**config.mk**
```make
export PLATFORM = sky130hd
export DESIGN_NAME = wb_write_queue
export DESIGN_NICKNAME = d
export VERILOG_FILES = /design/src/rtl/wbq_pkg.sv /design/src/rtl/wbq_match.sv /design/src/rtl/wb_write_queue.sv
export SDC_FILE = /design/constraint.sdc
export NUM_CORES = 1
export LEC_CHECK = 0
export CORE_MARGIN = 5
export CORE_UTILIZATION = 38
export DETAILED_ROUTE_END_ITERATION = 12
export PLACE_DENSITY_LB_ADDON = 0.3
export SLEW_MARGIN = 10
export SYNTH_ARGS = -nofsm -noshare
export SYNTH_HDL_FRONTEND = slang
export SYNTH_SLANG_ARGS = --single-unit
```
**constraint.sdc**
```tcl
create_clock -name Clk -period 14 [get_ports Clk]
set_input_delay 2.1 -clock Clk [delete_from_list [all_inputs] [get_ports Clk]]
set_output_delay 2.1 -clock Clk [all_outputs]
set_load 0.01 [all_outputs]
```
**src/rtl/wbq_pkg.sv**
```systemverilog
// wbq_pkg: shared constants and the queue entry layout for wb_write_queue.
// Contents: default DEPTH/AW/DW, the register-zero address, wbq_entry_t.
// The entry struct is sized by the package defaults; the top's AW/DW track them.
package wbq_pkg;

  localparam int WBQ_DEPTH = 4;
  localparam int WBQ_AW    = 5;
  localparam int WBQ_DW    = 32;

  // Writes to register zero are discarded by the register file, so a queued
  // entry targeting it is carried as an invalid bubble.
  localparam logic [WBQ_AW-1:0] REG_ZERO = '0;

  typedef struct packed {
    logic              valid;
    logic [WBQ_AW-1:0] wr;
    logic [WBQ_DW-1:0] d;
  } wbq_entry_t;

endpackage

```
**src/rtl/wbq_match.sv**
```systemverilog
// wbq_match: forwarding lookup over the write queue for one read address.
// Ports: i_valid/i_wr per-slot entry fields, i_head oldest slot, i_addr read
//        address; o_hit = some valid entry targets i_addr (never for r0),
//        o_idx = slot of the youngest matching entry (meaningful when o_hit).
module wbq_match #(
  parameter  int DEPTH = 4,
  parameter  int AW    = 5,
  localparam int PW    = $clog2(DEPTH)
) (
  input  logic [DEPTH-1:0] i_valid,
  input  logic [AW-1:0]    i_wr [DEPTH],
  input  logic [PW-1:0]    i_head,
  input  logic [AW-1:0]    i_addr,
  output logic             o_hit,
  output logic [PW-1:0]    o_idx
);

  // Walk slots oldest to youngest starting at the head; the last match wins,
  // which is the entry closest to the tail. Unoccupied slots always have
  // valid=0, so scanning all DEPTH slots needs no occupancy check.
  always_comb begin
    o_hit = 1'b0;
    o_idx = i_head;
    for (int k = 0; k < DEPTH; k++) begin
      if (i_valid[i_head + PW'(k)] && (i_addr != '0) &&
          (i_wr[i_head + PW'(k)] == i_addr)) begin
        o_hit = 1'b1;
        o_idx = i_head + PW'(k);
      end
    end
  end

endmodule

```
**src/rtl/wb_write_queue.sv**
```systemverilog
// wb_write_queue: merges pipeline writeback (PWe/PWr/PD) with queued multi-cycle
// results (SValid/SReady/SWr/SD) onto the register file port (We/Wr/D); exposes
// pending entries to decode (Ra/Rb -> HitA/HitB, FwdA/FwdB), plus Count/Empty.
// Optional macro WBQ_FWD_EN: builds the FwdA/FwdB data mux; otherwise tied to 0.
module wb_write_queue
  import wbq_pkg::*;
#(
  parameter  int DEPTH = WBQ_DEPTH,
  parameter  int AW    = WBQ_AW,
  parameter  int DW    = WBQ_DW,
  localparam int PW    = $clog2(DEPTH),
  localparam int CW    = $clog2(DEPTH) + 1
) (
  input  logic          Clk,
  input  logic          Clr,
  input  logic          PWe,
  input  logic [AW-1:0] PWr,
  input  logic [DW-1:0] PD,
  input  logic          SValid,
  output logic          SReady,
  input  logic [AW-1:0] SWr,
  input  logic [DW-1:0] SD,
  output logic          We,
  output logic [AW-1:0] Wr,
  output logic [DW-1:0] D,
  input  logic [AW-1:0] Ra,
  input  logic [AW-1:0] Rb,
  output logic          HitA,
  output logic          HitB,
  output logic [DW-1:0] FwdA,
  output logic [DW-1:0] FwdB,
  output logic [CW-1:0] Count,
  output logic          Empty
);

  wbq_entry_t    r_q [DEPTH];
  logic [PW-1:0] r_head;
  logic [PW-1:0] r_tail;
  logic [CW-1:0] r_count;

  wbq_entry_t       w_head;
  logic             w_push;
  logic             w_pop;
  logic             w_squash;
  logic [DEPTH-1:0] w_valid;
  logic [AW-1:0]    w_wr [DEPTH];
  logic             w_hit_a;
  logic             w_hit_b;
  logic [PW-1:0]    w_idx_a;
  logic [PW-1:0]    w_idx_b;

  assign w_head = r_q[r_head];
  assign SReady = (r_count != CW'(DEPTH));
  assign Count  = r_count;
  assign Empty  = (r_count == '0);
  assign w_push = SValid && SReady;
  // Valid bits are only ever set in occupied slots. A valid head yields to the
  // pipeline; a squashed or r0 head is dropped every cycle.
  assign w_pop    = (r_count != '0) && (!w_head.valid || !PWe);
  assign w_squash = PWe && (PWr != REG_ZERO);

  always_ff @(posedge Clk or posedge Clr) begin
    if (Clr) begin
      r_head  <= '0;
      r_tail  <= '0;
      r_count <= '0;
      for (int i = 0; i < DEPTH; i++) r_q[i] <= '0;
    end else begin
      // A pipeline write supersedes every older queued write to that register.
      for (int i = 0; i < DEPTH; i++) begin
        if (w_squash && r_q[i].valid && (r_q[i].wr == PWr)) r_q[i].valid <= 1'b0;
      end
      if (w_pop) begin
        r_q[r_head].valid <= 1'b0;
        r_head            <= r_head + PW'(1);
      end
      // Last assignment wins, so a same-edge push is never squashed.
      if (w_push) begin
        r_q[r_tail].valid <= (SWr != REG_ZERO);
        r_q[r_tail].wr    <= SWr;
        r_q[r_tail].d     <= SD;
        r_tail            <= r_tail + PW'(1);
      end
      case ({w_push, w_pop})
        2'b10:   r_count <= r_count + CW'(1);
        2'b01:   r_count <= r_count - CW'(1);
        default: r_count <= r_count;
      endcase
    end
  end

  // Register file port mux; nothing is written while Clr is held.
  always_comb begin
    We = 1'b0;
    Wr = '0;
    D  = '0;
    if (!Clr) begin
      if (PWe) begin
        We = 1'b1;
        Wr = PWr;
        D  = PD;
      end else if (w_head.valid) begin
        We = 1'b1;
        Wr = w_head.wr;
        D  = w_head.d;
      end
    end
  end

  always_comb begin
    for (int i = 0; i < DEPTH; i++) begin
      w_valid[i] = r_q[i].valid;
      w_wr[i]    = r_q[i].wr;
    end
  end

  wbq_match #(.DEPTH(DEPTH), .AW(AW)) u_match_a (
    .i_valid(w_valid), .i_wr(w_wr), .i_head(r_head), .i_addr(Ra),
    .o_hit(w_hit_a), .o_idx(w_idx_a)
  );

  wbq_match #(.DEPTH(DEPTH), .AW(AW)) u_match_b (
    .i_valid(w_valid), .i_wr(w_wr), .i_head(r_head), .i_addr(Rb),
    .o_hit(w_hit_b), .o_idx(w_idx_b)
  );

  assign HitA = w_hit_a;
  assign HitB = w_hit_b;

`ifdef WBQ_FWD_EN
  assign FwdA = w_hit_a ? r_q[w_idx_a].d : '0;
  assign FwdB = w_hit_b ? r_q[w_idx_b].d : '0;
`else
  // Decode stalls on a hit instead of forwarding; match indices go unused.
  logic w_unused_idx;
  assign w_unused_idx = ^{w_idx_a, w_idx_b};
  assign FwdA = '0;
  assign FwdB = '0;
`endif

endmodule

```
==> results of run 1 <==
-- cell usage in the layout (no fill, tap or decap), types with 17 or more instances in the layout --
cell             instances
xor2_1                  28
nand2_1                 46
clkdlybuf4s50_1        130
nand3_1                 40
xnor2_1                 34
dfrtp_1                157
clkbuf_16               17
mux2_2                 154
mux4_2                  47
conb_1                  64
a21oi_1                 38
-- flip-flops by register name, summed over array words and instances, names as in the netlist --
register  cells
r_tail        2
r_head        2
r_q         152
Count         3
-- power breakdown --
part,total (W),switching [W],internal [W]
Sequential,0.000871,0.000172,0.000699
Combinational,0.00126,0.000554,0.000708
Clock,0.000486,0.000187,0.000299
-- how the worst min path moves through the flow --
stage,end,cells after the start,slack (ps)
finish,r_q[80],1,500
detailed placement,r_q[80],1,490
global placement,r_q[80],1,480
CTS,r_q[80],1,500
global route,r_q[38],1,520
floorplan,r_q[57],1,470
-- layout make-up --
type / count / area (um2)
clock buffers: 19 / 432.9
well taps: 324 / 405.4
repair buffers: 140 / 1371
flip-flops and latches: 159 / 3984
clock inverters: 13 / 188.9
diodes: 1 / 2.502
inverters: 10 / 42.54
multi-input cells: 532 / 4861
fillers: 2256 / 13030
-- logic make-up after synthesis --
group | count (synthesis) | share of synthesized area, %
XOR/XNOR | 63 | 5.948
adder cells (fa/ha/maj) | 10 | 1.411
multiplexers | 213 | 31.84
AO/OA/AOI/OAI | 56 | 3.353
other | 1 | 0.03988
buffers and inverters | 135 | 8.609
flip-flops | 159 | 42.32
AND/OR/NAND/NOR | 126 | 6.480
-- per-layer routing --
| metal | vias to the layer above | track usage (%) | share of wire [%] |
|---|---|---|---|
| met5 | - | 0 | 0.24 |
| met4 | 8 | 4.834 | 1.7 |
| li1 | 2807 | - | - |
| met2 | 204 | 26.52 | 48 |
| met3 | 33 | 4.008 | 7.0 |
| met1 | 3228 | 21.76 | 43 |
-- metrics by stage --
stage               utilization (%)  setup slack (ps)  area [um2]
detailed placement            43.85              7186       10660
global placement              43.85              7201       10660
global route                  46.42              7001       11290
finish                        46.42              7144       11290
CTS                           46.41              7166       11290
floorplan                         -              7211        9639
==> flow_metrics.env, run 1 <==
export IMPL_area_delta_synth_final_pct=20.05
export IMPL_worstPathArrival_ps=4760
export IMPL_holdCritStartpoint="r_q[80]"
export IMPL_drc_errors=0
export IMPL_worstPathCellList="buf_2, inv_1, buf_4, a21oi_1, a21boi_0, clkdlybuf4s50_1"
export IMPL_layout_nets=958
export IMPL_numCtsBuffers=17
export IMPL_leakagePower_nw=4.586
export IMPL_worstReg2RegEnd="Count[2]"
export IMPL_synth_edf_count=0
export IMPL_synth_most_common_cell="dfrtp_1"
export IMPL_ant_nets=0
export IMPL_power_density_nw_per_um2=232.1
export IMPL_crit_family="buffers and inverters"
export IMPL_end_kind="output port"
export IMPL_worstRegToRegCells=9
export IMPL_slew_headroom_pct=34.20
export IMPL_syn_instance_count=763
export IMPL_yosysTopAreaCellShare_pct=42.32
export IMPL_regToRegSetupSlack_ps=9970
export IMPL_grt_pass1_wl_um=36540
export IMPL_insertion_delay_ps=420
export IMPL_crit_fanout=40
export IMPL_drt_iter0_markers=372
export IMPL_place_gp_congestion=0.8284
export IMPL_fin_cells=1198
export IMPL_critical_path_class="input pin to output port"
export IMPL_ctsResizeCount=0
export IMPL_dpl_hpwl_um=15410
export IMPL_finalCriticalPeriod_ps=6856
export IMPL_start_util_pct=38.66
export IMPL_drv_slew=0
export IMPL_drv_cap=0
export IMPL_grt_pass1_vias=6503
export IMPL_synth_area_um2=9403
export IMPL_post_cts_setup_buffers=0
export IMPL_synth_top_cell_by_area="dfrtp_1"
export IMPL_endpoint="Wr[4]"
export IMPL_wl_per_cell_um=19.17
export IMPL_totalWireLength_um=22960
export IMPL_drive_gt1_share_pct=28.64
export IMPL_synth_commonest_cells="159 x dfrtp_1, 154 x mux2_2, 70 x buf_4, 50 x nand2_1, 47 x mux4_2"
export IMPL_die_h_um=167.3
export IMPL_ys_types=38
export IMPL_hold_buffers=0
export IMPL_grt_usage_pct=16.31
export IMPL_die_area_um2=27990
export IMPL_hold_class="flop to flop"
export IMPL_cts_buffer_depth=2
export IMPL_synth_seq_cells=159
export IMPL_startpoint_type="input pin"
export IMPL_io_buffers=132
export IMPL_avgViaCountPerCell=5.242
export IMPL_synthArstFlopShare_pct=100.0
export IMPL_r2r_start="r_head[0]"
export IMPL_synth_area_leaders="dfrtp_1 42%, mux2_2 18%, mux4_2 11%, buf_4 5.6%, xnor2_1 3.2%"
export IMPL_slowest_stage="inv_1"
export IMPL_worst_pin_slew_ps=986.9
export IMPL_pin_count=197
export IMPL_rsz0062_at_grt="no"
export IMPL_hold_viol_final=0
export IMPL_vdd_drop_max_v=0.00009919
export IMPL_yosysSeqAreaShare_pct=42.32
export IMPL_cts_htree_levels=4
export IMPL_cts_tree="yes"
export IMPL_crit_buf_inv=4
export IMPL_die_x_um=167.3
export IMPL_grt_overflow=0
export IMPL_fmax_mhz=145.9
export IMPL_vias=6280
export IMPL_firstDrtPassIters=4
export IMPL_ys_flop_type="dfrtp_1"
export IMPL_cts_root_buf="clkbuf_16"
export IMPL_whs_ps=498.6
export IMPL_yosys_warnings=0
export IMPL_avgSynthCellArea_um2=12.32
export IMPL_path_clk_slew_ps=60
export IMPL_crit_cells=6
export IMPL_core_rowCount=57
export IMPL_antenna_found_initial=5
export IMPL_fin_crit_sh_pct=48.97
export IMPL_core_area_um2=24320
export IMPL_crit_path_start="PWe"
export IMPL_cts_sinks=159
export IMPL_p_total_w=0.002620
export IMPL_finalSetupViolations=0
export IMPL_clock_skew_ps=7.004
export IMPL_grt_max_degree=109
export IMPL_dp_cells=1165
export IMPL_tns_ps=0
export IMPL_cp_data_required_time_ps=11900
export IMPL_outcome="finished clean"
export IMPL_slowest_delay_ps=630
Power figures use the tool's default switching activity.
==> run 2, diff against run 1 <==
==> constraint.sdc (replaced) <==
create_clock -name Clk -period 6.75 [get_ports Clk]
set_input_delay 1.0125 -clock Clk [delete_from_list [all_inputs] [get_ports Clk]]
set_output_delay 1.0125 -clock Clk [all_outputs]
set_load 0.01 [all_outputs]
==> flow_metrics.env, run 2 (synthesis results as in run 1) <==
export IMPL_worstPathCellList="buf_4, mux4_1, xnor2_1, nand4_1, or4_1, nand4_1, clkdlybuf4s50_1"
export IMPL_post_cts_setup_buffers=0
export IMPL_die_h_um=167.3
export IMPL_dp_slack_ps=2303
export IMPL_slowest_delay_ps=800
export IMPL_path_clk_slew_ps=60
export IMPL_drt_iter0_markers=329
export IMPL_largest_register_ffs=152
export IMPL_worst_pin_slew_ps=1060
export IMPL_hold_viol_final=0
export IMPL_finalCriticalPeriod_ps=4829
export IMPL_grt_pass1_wl_um=36100
export IMPL_drv_cap=0
export IMPL_fin_util_pct=46.48
export IMPL_startpoint_type="flop"
export IMPL_clock_skew_ps=11.99
export IMPL_core_rowCount=57
export IMPL_vdd_drop_max_v=0.0002240
export IMPL_crit_buf_inv=2
export IMPL_slew_headroom_pct=29.31
export IMPL_setup_ws_ps=1921
export IMPL_power_density_nw_per_um2=479.5
export IMPL_fmax_mhz=207.1
export IMPL_regMostFlops="r_q"
export IMPL_cp_data_required_time_ps=5740
export IMPL_layout_common_cells="157 x dfrtp_1, 154 x mux2_2, 130 x clkdlybuf4s50_1"
export IMPL_critical_path_class="flop to output port"
export IMPL_insertion_delay_ps=420
export IMPL_grt_busiest_layer="met2"
export IMPL_wl_per_cell_um=19.06
export IMPL_start_util_pct=38.66
export IMPL_vias=6192
export IMPL_core_area_um2=24320
export IMPL_antenna_found_initial=4
export IMPL_layout_nets=959
export IMPL_outcome="finished clean"
export IMPL_cts_sinks=159
export IMPL_die_x_um=167.3
export IMPL_grt_overflow=0
export IMPL_use_met3_pct=4.880
export IMPL_cts_tree="yes"
export IMPL_totalWireLength_um=22860
export IMPL_drc_errors=0
export IMPL_dpl_hpwl_um=14940
export IMPL_ant_nets=0
export IMPL_avgViaCountPerCell=5.164
export IMPL_end_kind="output port"
export IMPL_area_delta_synth_final_pct=20.21
export IMPL_crit_top_cell="nand4_1"
export IMPL_ctsResizeCount=0
export IMPL_crit_fanout=62
export IMPL_pin_count=197
export IMPL_grt_pass1_vias=6367
export IMPL_cts_htree_levels=4
export IMPL_cts_root_buf="clkbuf_16"
export IMPL_worstPathArrival_ps=3820
export IMPL_leakagePower_nw=4.596
export IMPL_fin_crit_sh_pct=71.54
export IMPL_rsz0062_at_grt="no"
export IMPL_grt_usage_pct=16.19
export IMPL_dpl_instance_area_um2=10670
export IMPL_cts_buffer_depth=2
export IMPL_crit_family="buffers and inverters"
export IMPL_hold_buffers=0
export IMPL_place_gp_congestion=0.8811
export IMPL_die_area_um2=27990
export IMPL_io_buffers=132
export IMPL_tns_ps=0
export IMPL_slowest_stage="buf_4"
export IMPL_finalSetupViolations=0
export IMPL_layout_commonest_cell="dfrtp_1"
export IMPL_grt_max_degree=116
export IMPL_numCtsBuffers=17
export IMPL_hold_class="flop to flop"
export IMPL_finalInstanceArea_um2=11300
export IMPL_drive_gt1_share_pct=28.72
export IMPL_firstDrtPassIters=4
export IMPL_met2_usage_pct=26.33
export IMPL_drv_slew=0
export IMPL_grtUsageMet1_pct=21.40
==> run 2: per-layer routing <==
layer | vias to the layer above | part of all wire [%]
met1 | 3132 | 43
met5 | - | 0.14
li1 | 2805 | -
met3 | 33 | 7.2
met4 | 6 | 1.3
met2 | 216 | 48
==> run 2: per-stage QoR <==
step                std cells  hold slack [ps]  power [W]
finish                   1199            499.6   0.005419
global route             1199            511.1   0.005777
CTS                      1198            500.9   0.005476
detailed placement       1166            486.9   0.004448
global placement         1166            481.3   0.004397
floorplan                 826            473.9   0.003818
==> run 2: cell type report <==
| type | count | area [um2] |
|---|---|---|
| Fill cell | 2243 | 13020 |
| Multi-Input combinational cell | 532 | 4861 |
| Sequential cell | 159 | 3984 |
| Timing Repair Buffer | 141 | 1379 |
| Clock buffer | 24 | 501.7 |
| Tap cell | 324 | 405.4 |
| Clock inverter | 8 | 127.6 |
| Inverter | 10 | 42.54 |
| Antenna cell | 1 | 2.502 |
==> run 2: worst register-to-register path: stages (launching register included) <==
cell	delay [ps]
dfrtp_4	400
buf_4	810
mux4_2	1010
a21oi_2	480
ha_1	270
inv_1	60
fa_1	370
xor2_1	150
nor2_1	110
xor2_1	160
==> run 2: where the power goes <==
group / switching [W] / internal, W
Sequential: 0.000325 / 0.00145
Combinational: 0.00117 / 0.00147
Clock: 0.000373 / 0.000632
Total: 0.00187 / 0.00355
==> run 2: path summary, 6_finish.rpt <==
| kind | from | slack (ps) | endpoint | cells past startpoint |
|---|---|---|---|---|
| worst min-delay path | r_q[69] | 500 | r_q[69] | 1 |
| min in group asynchronous | Clr | 1240 | r_head[0] | 2 |
| worst max register to register | r_head[0] | 2860 | Count[2] | 9 |
| worst min register to register | r_q[69] | 500 | r_q[69] | 1 |
| max in group asynchronous | Clr | 4350 | r_q[79] | 3 |
| worst max-delay path | r_head[0] | 1920 | HitA | 7 |
==> run 3, diff against run 2 <==
==> constraint.sdc (replaced) <==
create_clock -name Clk -period 4.3 [get_ports Clk]
set_input_delay 0.645 -clock Clk [delete_from_list [all_inputs] [get_ports Clk]]
set_output_delay 0.645 -clock Clk [all_outputs]
set_load 0.01 [all_outputs]
==> flow_metrics.env, run 3 (synthesis results as in run 1) <==
export IMPL_crit_fanout=13
export IMPL_finalSetupViolations=0
export IMPL_path_clk_slew_ps=60
export IMPL_drc_errors=0
export IMPL_r2r_start="r_head[0]"
export IMPL_use_met3_pct=4.055
export IMPL_insertion_delay_ps=420
export IMPL_grtUsageMet1_pct=22.61
export IMPL_holdCritStartpoint="r_q[81]"
export IMPL_grt_busiest_layer="met2"
export IMPL_die_area_um2=27990
export IMPL_tns_ps=0
export IMPL_fin_crit_sh_pct=95.60
export IMPL_io_buffers=132
export IMPL_start_util_pct=38.66
export IMPL_startpoint_type="flop"
export IMPL_hold_class="flop to flop"
export IMPL_slew_headroom_pct=29.15
export IMPL_clock_skew_ps=6.494
export IMPL_power_density_nw_per_um2=750.6
export IMPL_seqCellArea_um2=3984
export IMPL_place_gp_congestion=0.8641
export IMPL_layout_commonest_cell="dfrtp_1"
export IMPL_fmax_mhz=243.3
export IMPL_cts_tree="yes"
export IMPL_grt_overflow=0
export IMPL_dpl_hpwl_um=15640
export IMPL_hold_end="r_q[81]"
export IMPL_leakagePower_nw=4.623
export IMPL_cts_sinks=159
export IMPL_worstRegToRegCells=9
export IMPL_drt_iter0_markers=473
export IMPL_cts_buffer_depth=2
export IMPL_core_area_um2=24320
export IMPL_holdPathStages=1
export IMPL_layout_nets=965
export IMPL_vdd_drop_max_v=0.0003334
export IMPL_grt_pass1_vias=6450
export IMPL_met2_usage_pct=26.17
export IMPL_final_fill_count=2227
export IMPL_grt_pass1_wl_um=36670
export IMPL_end_kind="output port"
export IMPL_multi_input_area_um2=4861
export IMPL_diodes=0
export IMPL_post_cts_setup_buffers=0
export IMPL_totalWireLength_um=23080
export IMPL_antenna_found_initial=0
export IMPL_cts_htree_levels=4
export IMPL_drv_cap=0
export IMPL_critical_path_class="flop to output port"
export IMPL_core_rowCount=57
export IMPL_firstDrtPassIters=6
export IMPL_finalCriticalPeriod_ps=4111
export IMPL_grt_usage_pct=16.47
export IMPL_die_h_um=167.3
export IMPL_numCtsBuffers=17
export IMPL_worstReg2RegEnd="Count[2]"
export IMPL_die_x_um=167.3
export IMPL_avgViaCountPerCell=5.215
export IMPL_hold_buffers=0
export IMPL_setup_ws_ps=189.1
export IMPL_area_delta_synth_final_pct=20.61
export IMPL_grt_max_degree=73
export IMPL_cts_root_buf="clkbuf_16"
export IMPL_drv_slew=0
export IMPL_hold_viol_final=0
export IMPL_drive_gt1_share_pct=29.24
export IMPL_worst_pin_slew_ps=1061
export IMPL_rsz0062_at_grt="no"
export IMPL_largest_register_ffs=152
export IMPL_regMostFlops="r_q"
export IMPL_outcome="finished clean"
export IMPL_layout_common_cells="157 x dfrtp_1, 154 x mux2_2, 130 x clkdlybuf4s50_1"
export IMPL_worstPathArrival_ps=3470
export IMPL_cp_data_required_time_ps=3650
export IMPL_dp_slack_ps=579.3
export IMPL_pin_count=197
export IMPL_vias=6274
export IMPL_regToRegSetupSlack_ps=960
export IMPL_ant_nets=0
export IMPL_wl_per_cell_um=19.19
run 3: cell count changes in the layout (fill, tap and decap cells not counted), sizes merged:
cell	change
clkinv	+4
clkbuf	-4
buf	+6
diode	-1
inv	-1
run 3: area by class of cell:
class	count	share of cell area, %
Tap cell	324	3.575
Inverter	10	0.3641
Timing Repair Buffer	147	12.81
Clock buffer	20	4.027
Multi-Input combinational cell	532	42.86
Clock inverter	11	1.236
Sequential cell	159	35.13
run 3: stage by stage:
stage | instance area (um2) | hold WS (ps) | utilization, % | total power (W) | instances
detailed placement | 10740 | 487.4 | 44.16 | 0.007019 | 1172
CTS | 11340 | 500.6 | 46.62 | 0.008565 | 1203
global placement | 10740 | 482.0 | 44.16 | 0.006947 | 1172
global route | 11340 | 513.3 | 46.63 | 0.009056 | 1203
finish | 11340 | 500.7 | 46.63 | 0.008512 | 1203
floorplan | 9643 | 473.9 | - | 0.005994 | 826
run 3: routing by layer:
layer | wire length [um] | vias up
met5 | 0 | -
met3 | 1771 | 32
met4 | 417 | 0
li1 | - | 2828
met1 | 10160 | 3196
met2 | 10730 | 218
run 3: critical path, stage by stage (launching register included):
cell,delay [ps]
dfrtp_4,400
inv_1,80
ha_1,460
buf_4,270
mux4_2,390
xnor2_1,180
nand4_1,140
or4b_1,480
nand4_1,100
clkdlybuf4s50_1,550
run 3: repair_timing:
action | in CTS | in global routing
hold endpoints to repair | 0 | 0
resized for setup | 0 | 1
endpoints found under the setup margin | 0 | 1
run 3: worst max path at each step:
stage                end      start  depth (start not counted)  slack [ps]
CTS                 HitA  r_head[1]                          7         130
global route        HitA  r_head[0]                          7          10
floorplan           HitA  r_head[0]                         14         150
global placement    HitA  r_head[1]                          7         600
detailed placement  HitA  r_head[1]                          7         580
finish              HitB  r_head[0]                          9         190
run 3: power by group:
group,internal (W),switching [W]
clock,0.000937,0.000589
combinational,0.00235,0.00184
sequential,0.00228,0.000522
==> patch, RTL diff (settings of run 2) <==
Set the package constant `WBQ_DW` to 28 (it was 32).
--- a/src/rtl/wbq_pkg.sv
+++ b/src/rtl/wbq_pkg.sv
@@ -5,7 +5,7 @@
 
   localparam int WBQ_DEPTH = 4;
   localparam int WBQ_AW    = 5;
-  localparam int WBQ_DW    = 32;
+  localparam int WBQ_DW    = 28;
 
   // Writes to register zero are discarded by the register file, so a queued
   // entry targeting it is carried as an invalid bubble.
Interface: changed (5 resized); port bits go from 197 to 177. The function was not compared with the original's and may differ.
==> patch against run 2 <==
Sequential share of layout area fell by 0.88 points; clock power about the same; cell count decreased by 6.8%; worst setup slack got worse by 0.052 ns; routed wire length shrank 8.7%; combinational power decreased by 3%; final area fell by 7.8%; worst hold slack lost 0.0020 ns; critical path type unchanged; critical path depth grew 1; power decreased by 4.9%; largest cell class unchanged; core utilization down 0.17 points; sequential cell count shrank 16; largest power group unchanged; clock skew fell by 0.0072 ns; area after synthesis shrank 8.3%.
==> patch: results (changes against run 2) <==
* Non-CTS inverters at 12 (was 10)
* Slowest stage delay, CP at 0.86 ns (was 0.80 ns)
* Relative slew slack at 37.6% (was 29.3%)
* Routed via count at 5779 (was 6192)
* Cell family with most CP delay: adder cells (was buffers and inverters)
* Nets at 909 (was 959)
* Wirelength per Cell at 18.7 um (was 19.1 um)
* Final clock-cell share at 6.18% (was 5.57%)
* Status: finished, final reports clean (unchanged)
* Worst vdd ir at 181 uV (was 224 uV)
* Initial antenna violation count at 0 (was 4)
* Sequential area share after synthesis at 41.5% (was 42.3%)
* Placed Area at 9770 um2 (was 10700 um2)
* Worst R2R Path Depth at 11 (was 9)
* Global Route Usage Sum at 16.2% (about the same)
* NonClk Buf Share at 12.2% (about the same)
* Sequential share of cell area at 34.4% (was 35.2%)
* Post-Syn Instances at 726 (was 763)
* Hold Crit Start: r_q[83] (was r_q[69])
* Mux contribution to synthesized area at 30.5% (was 31.8%)
* Starting DRT DRC Count at 287 (was 329)
* #MultiIn Comb at 515 (was 532)
* Layout cell share with drive strength beyond 1 at 27.1% (was 28.7%)
* Layout clock buffers at 26 (was 24)
* Post-Synth Adder-Cell Area at 1.54% (was 1.41%)
* XOR/XNOR share of the synthesized area at 6.40% (was 5.95%)
* FF-to-FF setup slack at 2.81 ns (was 2.86 ns)
* Worst Skew at 0.00483 ns (was 0.0120 ns)
* Multi-input combinational area share at 43.3% (was 43.0%)
* Mean Syn Cell Area at 11.9 um2 (was 12.3 um2)
* Pleak at 4.29 nW (was 4.60 nW)
* DP HPWL at 14400 um (was 14900 um)
* Most frequent cells after synthesis: mux2_2 (145), dfrtp_1 (143), buf_4 (56), a21oi_1 (38), nor2_1 (38) (was dfrtp_1 (159), mux2_2 (154), buf_4 (70), nand2_1 (50), mux4_2 (47))
* Compound-Gate Fraction of Synth Area at 3.46% (was 3.35%)
## patch: cell types whose count changed after synthesis, sizes merged, moves of 9 or more
cell | before | now
nand3 | 40 | 6
clkbuf | 35 | 23
mux4 | 52 | 28
nor2 | 7 | 39
dfrtp | 159 | 143
mux2i | 7 | 35
nand2 | 50 | 14
mux2 | 154 | 145
nor3b | 0 | 28
## patch: kinds of logic after synthesis
kind of cell | Yosys count
XOR/XNOR | 63
other | 1
AO/OA/AOI/OAI | 54
flip-flops | 143
adder cells (fa/ha/maj) | 10
multiplexers | 208
AND/OR/NAND/NOR | 124
buffers and inverters | 123
## patch: worst max path at each step
| stage | from | endpoint |
|---|---|---|
| floorplan | Clr | Count[0] |
| global placement | Rb[0] | HitB |
| detailed placement | Rb[0] | HitB |
| CTS | r_head[0] | HitB |
| global route | r_head[0] | HitB |
| finish | r_head[0] | HitB |
## patch: worst register-to-register path, cell delays in order (launching register included)
cell,delay (ns)
dfrtp_2,0.57
buf_4,0.66
mux2_2,0.45
mux2i_4,0.29
buf_4,0.44
o21ba_2,0.36
ha_1,0.25
inv_1,0.06
fa_1,0.37
xor2_1,0.15
nor2_1,0.11
xor2_1,0.15
## patch: metrics by stage
step / util [%] / total power, W / setup WS (ns)
after floorplan: - / 0.00353 / 1.53
after global placement: 43.4 / 0.00414 / 2.11
after detailed placement: 43.4 / 0.00417 / 2.08
after CTS: 46.3 / 0.00519 / 1.83
after global routing: 46.3 / 0.00548 / 1.71
final: 46.3 / 0.00515 / 1.87
## patch: per-layer routing
layer | share of wire (%) | global-route usage [%] | up-vias
li1 | - | - | 2653
met1 | 44 | 20.5 | 2893
met2 | 47 | 27.2 | 196
met3 | 6.3 | 3.85 | 37
met4 | 2.2 | 5.83 | 0
met5 | 0 | 0 | -
